## src/rtl/x_mem_seq.sv

```systemverilog
// Execute-stage load/store sequencer: splits double ops into two word beats over a req/gnt/rvalid port.
// Request is combinational in the accept cycle (zero-wait grant); held stable until gnt; stalls decode/PC until the last beat completes.
module x_mem_seq #(
    parameter int AW = 32,
    parameter int DW = 32
) (
    input  logic            clk_i,
    input  logic            rst_i,
    input  logic            x_valid_i,
    input  logic [2:0]      x_op_i,
    input  logic [AW-1:0]   x_addr_i,
    input  logic [2*DW-1:0] x_wdata_i,
    input  logic [4:0]      x_rd_i,
    output logic            mem_req_o,
    output logic            mem_we_o,
    output logic [AW-1:0]   mem_addr_o,
    output logic [DW-1:0]   mem_wdata_o,
    input  logic            mem_gnt_i,
    input  logic            mem_rvalid_i,
    input  logic [DW-1:0]   mem_rdata_i,
    output logic            x_stall_d_o,
    output logic            d_stall_pc_o,
    output logic            wb_valid_o,
    output logic [4:0]      wb_rd_o,
    output logic [2*DW-1:0] wb_data_o,
    output logic            err_o
);
    typedef enum logic [1:0] {IDLE, REQ, RESP} state_t;

    state_t            state;
    logic [AW-1:0]     base_q;
    logic [2*DW-1:0]   wdata_q;
    logic [4:0]        rd_q;
    logic              store_q;
    logic              dbl_q;
    logic              beat_q;
    logic [DW-1:0]     lo_q;

    logic              op_legal;
    logic              x_store;
    logic              accept;
    logic              start;
    logic              idle;
    logic [AW-1:0]     cur_base;
    logic [2*DW-1:0]   cur_wdata;
    logic              cur_store;
    logic              cur_dbl;
    logic              cur_beat;
    logic              req_phase;
    logic              last_beat;
    logic              done_last;

    always_comb begin
        op_legal = 1'b0;
        case (x_op_i)
            3'b001, 3'b010, 3'b101, 3'b110: op_legal = 1'b1;
            default:                        op_legal = 1'b0;
        endcase
        x_store   = (x_op_i == 3'b010) || (x_op_i == 3'b110);
        idle      = (state == IDLE);
        accept    = idle && x_valid_i && op_legal;
        start     = accept && (x_addr_i[1:0] == 2'b00);

        // In the accept cycle the beat is driven straight from execute's inputs.
        cur_base  = idle ? x_addr_i  : base_q;
        cur_wdata = idle ? x_wdata_i : wdata_q;
        cur_store = idle ? x_store   : store_q;
        cur_dbl   = idle ? x_op_i[2] : dbl_q;
        cur_beat  = idle ? 1'b0      : beat_q;

        req_phase = start || (state == REQ);
        last_beat = (cur_beat == cur_dbl);
        done_last = (req_phase && mem_gnt_i && cur_store && last_beat)
                 || ((state == RESP) && mem_rvalid_i && last_beat);

        mem_req_o    = req_phase;
        mem_we_o     = req_phase && cur_store;
        mem_addr_o   = cur_base + (cur_beat ? AW'(DW/8) : AW'(0));
        mem_wdata_o  = cur_beat ? cur_wdata[2*DW-1:DW] : cur_wdata[DW-1:0];
        x_stall_d_o  = (start || !idle) && !done_last;
        // A single load waiting for data need not hold the PC.
        d_stall_pc_o = x_stall_d_o && !((state == RESP) && !dbl_q);
    end

    always_ff @(posedge clk_i) begin
        if (rst_i) begin
            state      <= IDLE;
            base_q     <= '0;
            wdata_q    <= '0;
            rd_q       <= '0;
            store_q    <= 1'b0;
            dbl_q      <= 1'b0;
            beat_q     <= 1'b0;
            lo_q       <= '0;
            wb_valid_o <= 1'b0;
            wb_rd_o    <= '0;
            wb_data_o  <= '0;
            err_o      <= 1'b0;
        end else begin
            wb_valid_o <= 1'b0;
            err_o      <= 1'b0;
            if (accept && !start) begin
                err_o <= 1'b1;
            end
            if (start) begin
                base_q  <= x_addr_i;
                wdata_q <= x_wdata_i;
                rd_q    <= x_rd_i;
                store_q <= x_store;
                dbl_q   <= x_op_i[2];
                beat_q  <= 1'b0;
                state   <= REQ;
            end
            if (req_phase && mem_gnt_i) begin
                if (!cur_store) begin
                    state <= RESP;
                end else if (last_beat) begin
                    state <= IDLE;
                end else begin
                    beat_q <= 1'b1;
                    state  <= REQ;
                end
            end
            if ((state == RESP) && mem_rvalid_i) begin
                if (last_beat) begin
                    wb_valid_o <= 1'b1;
                    wb_rd_o    <= rd_q;
                    wb_data_o  <= beat_q ? {mem_rdata_i, lo_q} : {{DW{1'b0}}, mem_rdata_i};
                    state      <= IDLE;
                end else begin
                    lo_q   <= mem_rdata_i;
                    beat_q <= 1'b1;
                    state  <= REQ;
                end
            end
        end
    end
endmodule

```

## config.mk

```make
export PLATFORM = sky130hd
export DESIGN_NAME = x_mem_seq
export DESIGN_NICKNAME = d
export VERILOG_FILES = /design/src/rtl/x_mem_seq.sv
export SDC_FILE = /design/constraint.sdc
export NUM_CORES = 1
export LEC_CHECK = 0
export ABC_AREA = 1
export BUFFER_PORTS_ARGS = -buffer_cell sky130_fd_sc_hd__buf_4
export CORE_MARGIN = 5
export CORE_UTILIZATION = 48
export DETAILED_ROUTE_END_ITERATION = 10
export GPL_TIMING_DRIVEN = 0
export PLACE_DENSITY = 0.77
export SLEW_MARGIN = 10
export SYNTH_ARGS = -nofsm -noshare
export SYNTH_HDL_FRONTEND = slang
export SYNTH_SLANG_ARGS = --single-unit
```

## constraint.sdc

```tcl
create_clock -name clk_i -period 2.3 [get_ports clk_i]
set_input_delay 0.115 -clock clk_i [delete_from_list [all_inputs] [get_ports clk_i]]
set_output_delay 0.115 -clock clk_i [all_outputs]
set_load 0.02 [all_outputs]
```

* Word-level counts from Yosys, hierarchy flattened
Index checks and enable logic that the tools add are counted.
** Word-level totals
- Register bits :: 209
- Memories kept :: 0
- Output and inout bits :: 139
- Memory bits (read-only) :: 0
- Bits of input ports :: 141
- Bits in latches :: 0
- Memory bits (writable) :: 0
** Operators by class
- Add/subtract/negate cells :: 1
- Reductions and logical operators :: 29
- Muxes and demuxes :: 22
- Multiply operators :: 0
- Bitwise gates (word level) :: 2
- Equality and inequality tests :: 7
- Order comparisons :: 0
- Shifts and indexed selects :: 0
- Div/mod/pow operators :: 0
** Operators with widths (count)
- 64-bit 2-to-1 mux :: 2
- 32-bit 2-to-1 mux :: 2
- 32-bit by 3-bit adder with 32-bit output :: 1
- 1-bit logical AND :: 13
- 1-bit 2-to-1 mux :: 13
- 2-bit 2-to-1 mux :: 4
- 3-bit equality test (second input constant) :: 2
- 1-bit logical NOT :: 5
- 2-bit logical NOT :: 2
- 1-bit logical OR :: 4
- 2-bit AND reduction :: 2
- 4-bit OR reduction :: 1
- 3-bit by 1-bit equality test with 1-bit output (second input constant) :: 1
- 3-bit by 2-bit equality test with 1-bit output (second input constant) :: 1
- 3-bit 2-to-1 mux :: 1
- 3-bit nonzero test :: 1
- 2-bit by 1-bit equality test with 1-bit output (second input constant) :: 1
- 2-bit equality test (second input constant) :: 1
- 1-bit NOT :: 2
- 2-bit OR reduction :: 1
- 1-bit equality test :: 1

* Longest topological paths before layout
- Depth in word-level cells :: 13
- Depth in mapped cells :: 16
- Depth with buffers taken out :: 12

* Worst setup path after synthesis
No wires, ideal clock.
- Path kind :: register to output
- Start :: register state[1]
- End :: output port mem_addr_o[12]
- Data arrival time :: 2.523 ns
- Cell stages (with the launch flop) :: 15
- Path buffers :: 4
- Path slack :: -0.338 ns
- Cells stage by stage :: dfxtp_1 buf_6 nor2_8 buf_2 buf_2 buf_2 nand2_1 o21ai_0 ha_1 ha_1 nand3_2 inv_1 nand2_2 nor2_4 xor2_1
** Between the ends
- Longest elaborated chain between the ends :: 4
- Elaborated cells on any way between the ends :: 5
- Those cells by class :: add/sub (1); mux (3); reduce/logical (1)
** Ends and longest elaborated chain
- from (decl) :: RTL line 30 : state_t state;
- from (signal assigned) :: RTL line 87 : state <= IDLE;
- from (signal assigned) :: RTL line 112 : state <= REQ;
- from (signal assigned) :: RTL line 116 : state <= RESP;
- 2-bit logical NOT (*) :: RTL line 60 : idle = (state == IDLE);
- 1-bit 2-to-1 mux :: RTL line 69 : cur_beat = idle ? 1'b0 : beat_q;
- 3-bit 2-to-1 mux :: RTL line 78 : mem_addr_o = cur_base + (cur_beat ? AW'(DW/8) : AW'(0));
- 32-bit by 3-bit adder with 32-bit output (*) :: RTL line 78
- to (decl) :: RTL line 16 : output logic [AW-1:0] mem_addr_o,
Every way passes the cells marked *; elsewhere a longest branch is shown, timed or not.

* Worst setup path in the final report
- Start :: register state[0]
- End :: output port mem_addr_o[18]
The elaborated chain is that of the path after synthesis.

==> impl_metrics.ini <==
[setup_path]
cp_slowest_cell = dfxtp_4
crit_buf_inv = 4
cpLargestDelayFamily = buffers and inverters
crit_path_max_fanout = 5
critPathMaxStageDelay_ns = 0.41
critical_path_arrival_ns = 2.54
path_cells = nor2_8 > buf_8 > buf_12 > o21ai_4 > ha_4 > ha_4 > nand3_4 > buf_4 > nor2_4 > nand2_1 > xor2_2 > buf_4
start_kind = register
critPathKind = reg -> out
required_ns = 2.18
end_kind = output pin

[worst_hold_path]
hold_path.class = in -> reg

[yosys]
seq_area_frac_synth_pct = 41.2
synth-seq-cells = 209
synth_area_um2 = 10100
synthCells = 1517
synth_area_per_cell_um2 = 6.69
syn-num-nets = 1661
synth_warnings = 0
yosysUniqueCellTypes = 35

[die]
die_area_um2 = 24100
fp.dieH_um = 155
core_area_um2 = 20900
initial_utilization_pct = 48.6
num_rows = 53
ios = 280
die_w_um = 155

[route]
firstDrtPassIters = 7
drt-total-wl_mm = 40.5
drc = 0
wl_met2_mm = 19.7
drt_iter0_drc = 1081
routed-wl-met3_mm = 3.56
routedWlPerCell_um = 17.8
postRouteAntennaNets = 0
vias = 12300
avgViaCountPerCell = 5.43
drt-met1-wl_mm = 15.3
top_layer = met4

[global_route]
grt_util_all_layers_pct = 32.3
grt_pass1_wl_mm = 63.5
antenna_found_initial = 3
grt-ovfl-total = 0
grt_max_degree = 18
grt_pass1_vias = 12200

[sta]
clock_skew_ns = 0.0112
setup_tns_ns = -7.55
tightest_slew_ns = 0.758
setup_viol = 40
fmax_mhz = 376
hold_viol_final = 0
relSlewSlack_pct = 49.4
fin_ws_ns = -0.358
period_share_pct = 116
rsz0062_at_grt = yes
slew_viol_final = 0
period_minus_slack_ns = 2.66

[final_layout]
drive_gt1_share_pct = 25.4
fill_cells = 1602
final_util_pct = 74.5
regArea_um2 = 4190
layout_common_cells = nand2_1, buf_4, dfxtp_1, a21oi_1, dlygate4sd3_1
multi_input_area_um2 = 5470
areaGrowthSynthToFinish_pct = 53.4
final_common_cell = nand2_1
final_cell_area_um2 = 15600
nNetsFinal = 2124

[status]
violations = setup timing
status = complete, but fails checks

[run]
drv_cap = 0

[clocking]
htree_levels = 1
clock_path_buffers = 3
clock_sinks = 209
cts_made_buffers = 23
cts_tree = built
path_clk_slew_ns = 0.06
root_buffer = clkbuf_16
clock_latency_ns = 0.53

[pwr]
power.density_nw_per_um2 = 690
irDropWorstVdd_uv = 647
total_leakage_power_nw = 6.56

[placement]
place_congestion = 0.926
dpl_cell_area_um2 = 12700
port_buffers = 278
post-dp-hpwl_mm = 27.5
==> sequential cells by signal, summed over array words and instances, names as in the netlist <==
signal,flops
store_q,1
rd_q,5
lo_q,32
wb_rd_o,5
err_o,1
wb_data_o,64
state,2
wb_valid_o,1
dbl_q,1
base_q,32
wdata_q,64
beat_q,1
==> through the flow <==
stage                     setup WS [ns]  power, mW  std cells  hold WS [ns]
after floorplan                  0.0200       5.30       1517         0.258
after global placement           -0.466       6.29       2070         0.368
after detailed placement         -0.498       6.31       2070         0.387
after CTS                        -0.383       10.6       2268        0.0157
after global routing             -0.494       11.1       2274        0.0644
final                            -0.358       10.7       2275        0.0202
==> cells by family after synthesis <==
logic type | Yosys count | synth area share (%)
xor+xnor | 16 | 1.38
fa+ha+maj | 3 | 0.370
simple gates | 764 | 31.5
flops | 209 | 41.2
compound gates | 317 | 16.5
buf+inv | 208 | 8.99
==> routing by layer <==
layer | GRT usage, % | vias up
li1 | - | 5810
met1 | 39.2 | 5769
met2 | 54.2 | 616
met3 | 7.45 | 153
met4 | 15.1 | 0
met5 | 0 | -
==> worst register-to-register path, cell delays in order, from the launching register on <==
cell and delay [ns]:
dfxtp_4 0.38, buf_4 0.14, nand3_1 0.14, inv_2 0.15, nand2_4 0.18, inv_2 0.05, nand2_1 0.21, clkbuf_1 0.37
o21ai_0 0.15
==> final cells by class <==
type | instances | share of cell area (%)
plain buffers | 97 | 3.67
diodes | 4 | 0.0643
flip-flops and latches | 209 | 26.9
repair buffers | 444 | 24.4
multi-input cells | 1100 | 35.1
inverters | 105 | 2.59
clock buffers | 34 | 4.09
clock inverters | 7 | 0.964
well taps | 275 | 2.21
==> where the power goes <==
part	switching, mW	leakage (nW)	internal [mW]
registers	0.0513	1.69	3.71
clock network	1.55	0.383	2.38
logic	1.81	4.48	1.25
total	3.40	6.56	7.34
==> synth_stat cells <==
| master | instances | area, um^2 |
|---|---|---|
| nand2_2 | 18 | 113 |
| o21ai_0 | 99 | 495 |
| xor2_1 | 15 | 131 |
| nand2_1 | 551 | 2070 |
| nor3_1 | 6 | 30.0 |
| nor2_4 | 6 | 67.6 |
| or2_2 | 1 | 6.26 |
| xnor2_1 | 1 | 8.76 |
| clkbuf_1 | 61 | 229 |
| nor2_8 | 1 | 20.0 |
| buf_8 | 1 | 15.0 |
| buf_12 | 1 | 20.0 |
| and2_1 | 1 | 6.26 |
| a31oi_1 | 1 | 6.26 |
| nand3_2 | 1 | 10.0 |
| nand4_1 | 9 | 56.3 |
| inv_4 | 2 | 12.5 |
| inv_1 | 98 | 368 |
| clkinv_1 | 1 | 3.75 |
| buf_2 | 25 | 125 |
| ha_1 | 3 | 37.5 |
| o21ai_2 | 2 | 17.5 |
| nor2_2 | 8 | 50.1 |
| a21oi_1 | 172 | 861 |
| buf_1 | 2 | 7.51 |
| o211ai_1 | 32 | 240 |
| or2_1 | 1 | 6.26 |
| inv_2 | 4 | 15.0 |
| o21ai_1 | 11 | 55.1 |
| nand2_4 | 3 | 33.8 |
| buf_4 | 8 | 60.1 |
| buf_6 | 5 | 56.3 |
| nor2_1 | 49 | 184 |
| dfxtp_1 | 209 | 4180 |
| nand3_1 | 109 | 546 |
==> worst paths after layout <==
kind / from / endpoint / slack (ns) / depth (start not counted)
max: state[0]$_SDFFE_PP0P_ / mem_addr_o[18] / -0.36 / 12
min: mem_rvalid_i / state[1]$_SDFFE_PP0P_ / 0.02 / 4
max reg2reg: state[1]$_SDFFE_PP0P_ / wb_data_o[55]$_SDFFE_PP0P_ / 0.40 / 8
min reg2reg: lo_q[4]$_SDFFE_PP0P_ / lo_q[4]$_SDFFE_PP0P_ / 0.45 / 2
==> timing repair <==
item                                   CTS  global route
endpoints found under the hold margin  196             0
cloned                                   1             0
resized for setup                       97            56
pin swaps                               28            17
setup endpoints to repair               65            64
setup buffers                           24             7
hold buffers                           134             0
Power figures use the tool's default switching activity.
